<file path="config.mk">
export PLATFORM = sky130hd
export DESIGN_NAME = acc_sequencer
export DESIGN_NICKNAME = d
export VERILOG_FILES = /design/src/rtl/acc_sequencer.sv
export SDC_FILE = /design/constraint.sdc
export NUM_CORES = 1
export LEC_CHECK = 0
export CAP_MARGIN = 15
export CORE_ASPECT_RATIO = 1.25
export CORE_MARGIN = 2
export CORE_UTILIZATION = 31
export DETAILED_ROUTE_END_ITERATION = 16
export SYNTH_ARGS = -nofsm -noshare
export SYNTH_HDL_FRONTEND = slang
export SYNTH_SLANG_ARGS = --single-unit
</file>
<file path="constraint.sdc">
create_clock -name clk -period 2.6 [get_ports clk]
set_input_delay 0.39 -clock clk [delete_from_list [all_inputs] [get_ports clk]]
set_output_delay 0.39 -clock clk [all_outputs]
set_load 0.1 [all_outputs]
</file>
<file path="src/rtl/acc_sequencer.sv">
// Accumulator and operation sequencer driving an external N-bit add/subtract stage.
// Performs LOAD/ADD/SUB in place and MUL as an N-step shift-add loop through the same adder.
module acc_sequencer #(
   parameter int N = 4
) (
   input  logic         clk,
   input  logic         rst_n,
   input  logic         op_valid,
   output logic         op_ready,
   input  logic [1:0]   op_code,
   input  logic [N-1:0] op_data,
   output logic [N-1:0] add_x,
   output logic [N-1:0] add_y,
   output logic         add_sub,
   input  logic [N-1:0] add_sum,
   input  logic         add_cout,
   output logic [N-1:0] acc,
   output logic         flag_c,
   output logic         flag_z,
   output logic         flag_v,
   output logic         done
);

   localparam int CW = (N > 1) ? $clog2(N) : 1;

   typedef enum logic [1:0] {
      OP_LOAD = 2'b00,
      OP_ADD  = 2'b01,
      OP_SUB  = 2'b10,
      OP_MUL  = 2'b11
   } op_t;

   typedef enum logic [1:0] {
      S_IDLE,
      S_EXEC,
      S_MUL
   } state_t;

   state_t         state;
   state_t         state_next;
   op_t            op_reg;
   logic [N-1:0]   b_reg;
   logic [N-1:0]   m_reg;
   logic [N-1:0]   p_reg;
   logic [N-1:0]   q_reg;
   logic [CW-1:0]  count;

   logic           accept;
   logic           mul_last;
   logic           ovf_add;
   logic           ovf_sub;
   logic [N-1:0]   final_p;
   logic [N-1:0]   final_q;

   assign accept   = op_valid & op_ready;
   assign mul_last = (count == CW'(N - 1));

   // Product halves as they will look after the current shift-add step
   assign final_q  = {add_sum[0], q_reg[N-1:1]};
   assign final_p  = {add_cout, add_sum[N-1:1]};

   assign ovf_add  = (acc[N-1] == b_reg[N-1]) & (add_sum[N-1] != acc[N-1]);
   assign ovf_sub  = (acc[N-1] != b_reg[N-1]) & (add_sum[N-1] != acc[N-1]);

   always_ff @(posedge clk or negedge rst_n) begin
      if (!rst_n) begin
         state <= S_IDLE;
      end else begin
         state <= state_next;
      end
   end

   // Adder inputs depend on registered state only, never on op_* inputs
   always_comb begin
      state_next = state;
      op_ready   = 1'b0;
      add_x      = acc;
      add_y      = '0;
      add_sub    = 1'b0;
      case (state)
         S_IDLE: begin
            op_ready = 1'b1;
            if (op_valid) begin
               case (op_t'(op_code))
                  OP_ADD, OP_SUB: state_next = S_EXEC;
                  OP_MUL:         state_next = S_MUL;
                  default:        state_next = S_IDLE;
               endcase
            end
         end
         S_EXEC: begin
            add_y      = b_reg;
            add_sub    = (op_reg == OP_SUB);
            state_next = S_IDLE;
         end
         S_MUL: begin
            add_x = p_reg;
            add_y = q_reg[0] ? m_reg : '0;
            if (mul_last) begin
               state_next = S_IDLE;
            end
         end
         default: begin
            state_next = S_IDLE;
         end
      endcase
   end

   always_ff @(posedge clk or negedge rst_n) begin
      if (!rst_n) begin
         op_reg <= OP_LOAD;
         b_reg  <= '0;
         m_reg  <= '0;
         p_reg  <= '0;
         q_reg  <= '0;
         count  <= '0;
         acc    <= '0;
         flag_c <= 1'b0;
         flag_z <= 1'b0;
         flag_v <= 1'b0;
         done   <= 1'b0;
      end else begin
         done <= 1'b0;
         case (state)
            S_IDLE: begin
               if (accept) begin
                  op_reg <= op_t'(op_code);
                  b_reg  <= op_data;
                  case (op_t'(op_code))
                     OP_LOAD: begin
                        acc    <= op_data;
                        flag_z <= (op_data == '0);
                        flag_c <= 1'b0;
                        flag_v <= 1'b0;
                        done   <= 1'b1;
                     end
                     OP_MUL: begin
                        m_reg <= acc;
                        q_reg <= op_data;
                        p_reg <= '0;
                        count <= '0;
                     end
                     default: begin
                     end
                  endcase
               end
            end
            S_EXEC: begin
               acc    <= add_sum;
               flag_c <= add_cout;
               flag_z <= (add_sum == '0);
               flag_v <= (op_reg == OP_SUB) ? ovf_sub : ovf_add;
               done   <= 1'b1;
            end
            S_MUL: begin
               {p_reg, q_reg} <= {add_cout, add_sum, q_reg[N-1:1]};
               count          <= count + CW'(1);
               if (mul_last) begin
                  acc    <= final_q;
                  flag_c <= |final_p;
                  flag_z <= (final_q == '0);
                  flag_v <= 1'b0;
                  done   <= 1'b1;
               end
            end
            default: begin
            end
         endcase
      end
   end

endmodule

</file>
# Word-level counts from Yosys, hierarchy flattened
# Index checks and enable logic that the tools add are counted.
[totals] reg_bits=30 input_bits=14 out_inout_bits=18 elab_cells=82
[op_classes] add_sub_neg=1 eq_ne=15 muxes=37 bitwise_logic=3 reduce_logical=14
[op_table] cell="two-way mux 4 bit" count=9
[op_table] cell="case mux 4 bit (2 select lines)" count=3
[op_table] cell="two-way mux 1 bit" count=13
[op_table] cell="logical NOT 4 bit" count=3
[op_table] cell="case mux 1 bit (3 select lines)" count=4
[op_table] cell="case mux 2 bit (2 select lines)" count=3
[op_table] cell="case mux 4 bit (3 select lines)" count=1
[op_table] cell="== test 2 bit (second input constant)" count=5
[op_table] cell="two-way mux 2 bit" count=4
[op_table] cell="!= test 2 bit (second input constant)" count=3
[op_table] cell="AND reduction 3 bit" count=2
[op_table] cell="== test 2 x 1 -> 1 bit (second input constant)" count=2
[op_table] cell="logical NOT 2 bit" count=2
[op_table] cell="!= test 2 x 1 -> 1 bit (second input constant)" count=2
[op_table] cell="AND reduction 2 bit" count=2
[op_table] cell="AND reduction 4 bit" count=1
[op_table] cell="OR reduction 4 bit" count=1
[op_table] cell="AND 1 bit" count=3
[op_table] cell="nonzero test 3 bit" count=1
[op_table] cell="adder 2 x 1 -> 2 bit (second input constant)" count=1
[op_table] cell="!= test 1 bit" count=2
[op_table] cell="nonzero test 2 bit" count=1
[op_table] cell="OR reduction 2 bit" count=1
[op_table] cell="== test 1 bit" count=1

# Logic depth before layout (Yosys ltp)
# Gate-level depths: netlist (run 1).
[logic_depth] word_depth=5 mapped_depth=8 mapped_depth_nobuf=6

# Least setup slack after synthesis (run 1)
# Ideal clock, no wire load.
[synth_timing] kind="register -> output" from="register state[0]" to="output port add_y[0]" t_arrival_ns=2.393 required_ns=2.210 slack_ns=-0.183 path_stages_with_launch=7 n_path_buf=2 path_cell_list="dfrtp_1 inv_1 ha_1 buf_6 clkbuf_1 a32oi_1 nor2_1"
[synth_via] elab_chain_len=2 elab_cells_between_ends=3 classes_between="2 x eq/ne; 1 x mux"
[synth_rtl] element="start, declared" line="39" source="state_t state;"
[synth_rtl] element="start signal, assigned" line="69" source="state <= state_next;"
[synth_rtl] element="== test 2 bit or == test 2 x 1 -> 1 bit (tied branches)" line="80" source="case (state)"
[synth_rtl] element="case mux 4 bit (2 select lines) (*)" line="80"
[synth_rtl] element="end, declared" line="13" source="output logic [N-1:0] add_y,"
# Every way passes the cells marked *; elsewhere a longest branch is shown, timed or not.

# Worst setup path in the final report (run 1)
[layout_timing] from="register state[1]" to="output port add_y[1]"
# Same word-level chain as after synthesis.

==> metrics.md, run 1 <==
| Metric | Value |
|---|---|
| Mapped Nets | `181` |
| Top cell type's share of synthesized area | `46.6%` |
| Period utilization | `85.1%` |
| Predominant post-synthesis flop cell | `dfrtp_1` |
| First-pass GRT wire length | `5930 um` |
| Max Clock Freq | `452 MHz` |
| Worst Setup Start Kind | `register` |
| Worst-skew pair later-pin latency | `290 ps` |
| Die width | `68.5 um` |
| Slew of the pin with the lowest slew margin | `466 ps` |
| Core area | `5040 sq um` |
| R2R cell count | `6` |
| Post_cts resized | `0` |
| Synth top cells by count | `dfrtp_1, inv_1, nand2_1, nor2_1, mux2_2` |
| H-tree Lvls | `2` |
| Hold buffers post-CTS | `0` |
| GRT Residual Overflow | `0` |
| Io pins | `32` |
| Number of global-route vias before repair | `1196` |
| Syn avg cell area | `10.1 sq um` |
| Reg2reg setup slack | `730 ps` |
| Slew Viols, Final | `0` |
| Clk root buf | `clkbuf_8` |
| Largest area contributor in the netlist | `dfrtp_1` |
| TNS Setup | `0 ps` |
| Filler cell count | `493` |
| # DRC | `0` |
| Largest cells by area after synthesis | `dfrtp_1, mux2_2, ha_1` |
| Worst rel slew slack | `68.9%` |
| Drt wl/cell | `14.2 um` |
| Iter 0 DRT Violations | `53` |
| Ys Warns | `0` |
| First-pass DRT Iterations | `4` |
| Cells on Worst Hold Path | `2` |
| Outcome | `finished clean` |
| Seq. cell area | `751 sq um` |
| Post-DP HPWL | `2650 um` |
| Num rows | `29` |
| Reg-to-Reg End | `flag_c$_DFFE_PN0P_` |
| Top-count cell post-synth | `dfrtp_1` |
| #FFs+latches synth | `30` |
| Worst hold path class | `reg -> reg` |
| Post-DP Area | `2040 sq um` |
| Worst setup EP type | `output port` |
| Vias per cell | `5.09` |
| Setup Crit Path Kind | `reg -> out` |
| Worst reg2reg startpoint | `state[0]$_DFFE_PN0P_` |
| Reg clk slew, reported paths | `60 ps` |
| Num CTS Buffers | `5` |
| Shortest period the worst path allows | `2210 ps` |
| RSZ-0062 raised after global routing | `no` |
| Max Buffers Root-to-Sink | `2` |
| Worst Path Max Fanout | `8` |
| Final ANT Viol Nets | `0` |
| Tot GR Track Use | `14.0%` |
| Final-report setup violation count | `0` |
| CP arrival | `1820 ps` |
| Final weighted congestion in routability-driven placement | `0.816` |
| Sequential element share of the synthesized area | `46.6%` |
| Max-Cap Viols | `0` |
| Setup bufs post-CTS | `0` |
| Hold endpoint | `op_reg[0]$_DFFE_PN0P_` |
| Worst path required time | `2210 ps` |
| Unique cell type count in the Yosys netlist | `35` |
| Worst Skew | `7.78 ps` |
| Final nets | `213` |
| Port Buffers | `31` |
| CTS sink count | `30` |
| Area delta synth->final | `33.7%` |
| Async SR Flop Fraction | `100%` |
| Drt total wl | `3610 um` |
| Final core occ | `42.7%` |
| DIE AREA | `5790 sq um` |
| Fin. Hold Viols | `0` |
| Design area | `2150 sq um` |
| CTS tree | `built` |
| Syn Inst Count | `160` |
| Layout cell share with drive strength beyond 1 | `25.9%` |
| Die span in y | `84.6 um` |
| Post-synth EDFFs | `0` |
| Pin count of the biggest net entering global routing | `31` |
| Vias | `1297` |
| Diode count | `0` |
| Initial Util | `31.9%` |
| Post-Syn Area | `1610 sq um` |
| Hold Path Origin | `op_reg[0]$_DFFE_PN0P_` |
| Initial antenna violation count | `0` |
| Area of the multi-input gates | `767 sq um` |
metrics by stage:
| step | hold WS, ps | instances | worst slack, ps |
|---|---|---|---|
| final | 482 | 255 | 386 |
| after detailed placement | 470 | 247 | 614 |
| after CTS | 485 | 255 | 372 |
| after global routing | 514 | 255 | 291 |
| after global placement | 474 | 247 | 649 |
| after floorplan | 94.4 | 160 | 227 |
worst max-delay path: stages, from the launching register on:
cell	delay [ps]
dfrtp_1	390
inv_1	90
ha_1	410
inv_1	230
nor2_2	220
buf_12	190
cell usage in the layout, fill, tap and decap left out, drive strengths merged, types with 3 or more instances in the layout:
cell type      netlist  layout
a21oi               10      10
a32oi                4       4
buf                  6      21
clkbuf               3       5
clkdlybuf4s50        0      13
dfrtp               30      30
ha                   7       7
inv                 13      13
mux2                12      12
mux2i                4       4
nand2               13      13
nand3                9       9
nor2                13      13
nor2b                3       3
o21ai               11      11
cell type report:
| type | count | share of cell area, % |
|---|---|---|
| Tap cell | 62 | 3.60 |
| Timing Repair Buffer | 34 | 18.6 |
| Inverter | 13 | 2.27 |
| Sequential cell | 30 | 34.9 |
| Clock inverter | 3 | 1.86 |
| Multi-Input combinational cell | 108 | 35.6 |
| Clock buffer | 5 | 3.20 |
how the worst max path moves through the flow:
stage	start	endpoint	slack, ps	cells after the start
2_1_floorplan	state[1]$_DFFE_PN0P_	q_reg[3]$_DFFE_PN0P_	230	7
3_3_place_gp	op_code[0]	flag_c$_DFFE_PN0P_	650	6
3_5_place_dp	op_code[0]	flag_c$_DFFE_PN0P_	610	6
4_1_cts	state[0]$_DFFE_PN0P_	add_x[1]	370	5
5_1_grt	state[1]$_DFFE_PN0P_	add_y[1]	290	5
6_report	state[1]$_DFFE_PN0P_	add_y[1]	390	5
layer usage:
layer | vias to the layer above | share of wire [%] | track usage (%)
li1 | 626 | - | -
met1 | 639 | 41 | 18.0
met2 | 25 | 52 | 21.9
met3 | 7 | 4.6 | 4.16
met4 | 0 | 1.5 | 4.91
met5 | - | 0 | 0
cells by family after synthesis:
family,count (synthesis),synth area share (%)
AOI/OAI and AO/OA,39,16.8
xor gates and xnor gates,1,0.544
adders and majority gates,7,5.44
buffers and inverters,22,6.37
DFF,30,46.6
muxes,16,10.9
and+or+nand+nor,45,13.4
Power of run 1 is left out: the tool's default activity adds up to more than one toggle a clock period on the data nets, which glitch-free logic cannot reach.
==> run 2: changes to the inputs <==
Clock period 2.6 ns to 2.4 ns, I/O delays scaled along.
==> run 2 against run 1 <==
Clock-buffer cell count grew 2; register-to-register slack worse by 220 ps; non-clock buffer count is the same; clock skew fell by 3.6 ps; via count decreased by 2.1%; flip-flop and latch count is the same; highest routed layer unchanged; critical endpoint unchanged.
==> metrics.md, run 2 (synthesized netlist as in run 1, its figures left out) <==
| Metric | Value |
|---|---|
| Worst rel slew slack | `69.5%` |
| Diode count | `0` |
| First-pass DRT Iterations | `4` |
| Worst setup EP type | `output port` |
| Post_cts resized | `0` |
| Drt total wl | `3670 um` |
| Slew of the pin with the lowest slew margin | `458 ps` |
| Max Clock Freq | `458 MHz` |
| Worst hold path class | `in -> async` |
| First-pass GRT wire length | `5870 um` |
| Critical Path Most Common Cell | `inv_1` |
| Worst Path Max Fanout | `8` |
| Num CTS Buffers | `5` |
| Io pins | `32` |
| Hold buffers post-CTS | `0` |
| Iter 0 DRT Violations | `43` |
| GRT met3 Usage | `3.08%` |
| Area delta synth->final | `34.2%` |
| Number of global-route vias before repair | `1203` |
| Slew Viols, Final | `0` |
| Die span in y | `84.6 um` |
| CP arrival | `1820 ps` |
| GRT Residual Overflow | `0` |
| Max Buffers Root-to-Sink | `2` |
| CP bufs+invs | `3` |
| Core area | `5040 sq um` |
| Vias | `1270` |
| Slowest-stage cell, CP | `ha_1` |
| CTS sink count | `30` |
| Max stage delay on crit path | `420 ps` |
| Final-report setup violation count | `0` |
| Pin count of the biggest net entering global routing | `31` |
| Setup Crit Path Kind | `reg -> out` |
| Tot GR Track Use | `13.9%` |
| Critical path cell sequence | `inv_1, ha_1, inv_1, nor2_2, buf_12` |
| Layout cell share with drive strength beyond 1 | `25.4%` |
| Crit path max-delay family | `buffers and inverters` |
| Final nets | `213` |
| GRT busiest layer | `met2` |
| Initial antenna violation count | `0` |
| Final ANT Viol Nets | `0` |
| Post-DP HPWL | `2660 um` |
| DIE AREA | `5790 sq um` |
| Commonest non-fill, non-tap cell in the layout | `dfrtp_1` |
| Met1 Usage GRT | `17.4%` |
| # DRC | `0` |
| Max-Cap Viols | `0` |
| Period utilization | `91.0%` |
| Filler cell count | `496` |
| Drt wl/cell | `14.4 um` |
| Final weighted congestion in routability-driven placement | `0.842` |
| Reg clk slew, reported paths | `60 ps` |
| Shortest period the worst path allows | `2180 ps` |
| Die width | `68.5 um` |
| Worst-skew pair later-pin latency | `280 ps` |
| CTS tree | `built` |
| Clk root buf | `clkbuf_8` |
| Worst Setup Start Kind | `register` |
| Fin. Hold Viols | `0` |
| Port Buffers | `31` |
| Initial Util | `31.9%` |
| H-tree Lvls | `2` |
| Most frequent cells in the layout | `dfrtp_1, inv_1, nand2_1, clkdlybuf4s50_1, mux2_2` |
| Setup bufs post-CTS | `0` |
| Num rows | `29` |
| RSZ-0062 raised after global routing | `no` |
| Met2 GRT Util | `21.8%` |
| Outcome | `finished clean` |
| Vias per cell | `4.98` |
| TNS Setup | `0 ps` |
| Worst path required time | `2040 ps` |
| Worst Skew | `4.18 ps` |
-- run 2: final timing paths --
kind                                  startpoint                    end  slack, ps  cells after the start
max                         state[1]$_DFFE_PN0P_               add_y[1]        220                      5
min                                        rst_n     acc[0]$_DFFE_PN0P_        470                      2
max reg2reg                 state[1]$_DFFE_PN0P_   count[1]$_DFFE_PN0P_        510                      7
min reg2reg                op_reg[0]$_DFFE_PN0P_  op_reg[0]$_DFFE_PN0P_        480                      2
max in group asynchronous                  rst_n   b_reg[2]$_DFFE_PN0P_       1650                      2
min in group clk           op_reg[0]$_DFFE_PN0P_  op_reg[0]$_DFFE_PN0P_        480                      2
-- run 2: area by class of cell --
class	instances	area, sq um	area share, %
Clock buffer	7	86.3	4.00
Timing Repair Buffer	34	425	19.7
Tap cell	62	77.6	3.59
Sequential cell	30	751	34.7
Inverter	13	48.8	2.26
Multi-Input combinational cell	108	767	35.5
Clock inverter	1	5.00	0.232
-- run 2: layer usage --
metal / share of wire (%) / vias to the layer above
met5: 0 / -
met4: 2.3 / 0
met3: 5.0 / 7
met2: 52 / 39
met1: 41 / 598
li1: - / 626
-- run 2: worst register-to-register path: cells and delay by family (launching register included) --
family	cells	cell delay [ps]
buffers and inverters	2	360
adders and majority gates	1	380
and+or+nand+nor	2	410
DFF	1	410
AOI/OAI and AO/OA	2	230
-- run 2: per-stage QoR --
stage | std cells | setup slack (ps) | instance area (sq um) | utilization (%) | hold slack [ps]
2_1_floorplan | 160 | 27.4 | 1620 | - | 64.4
3_3_place_gp | 247 | 479 | 2070 | 41.0 | 477
3_5_place_dp | 247 | 435 | 2070 | 41.0 | 471
4_1_cts | 255 | 214 | 2160 | 42.8 | 485
5_1_grt | 255 | 113 | 2160 | 42.8 | 507
6_report | 255 | 217 | 2160 | 42.8 | 469
Power of run 2 is left out for the same reason.
==> run 3: changes to the inputs <==
Settings changed: ABC_CLOCK_PERIOD_IN_PS from default to 2400, CTS_CLUSTER_DIAMETER from default to 200, GPL_ROUTABILITY_DRIVEN from default to 1.
==> results of run 3 <==
Same layout as run 2: the final DEF is identical, and so are final timing and power.
Power of run 3 is left out for the same reason.
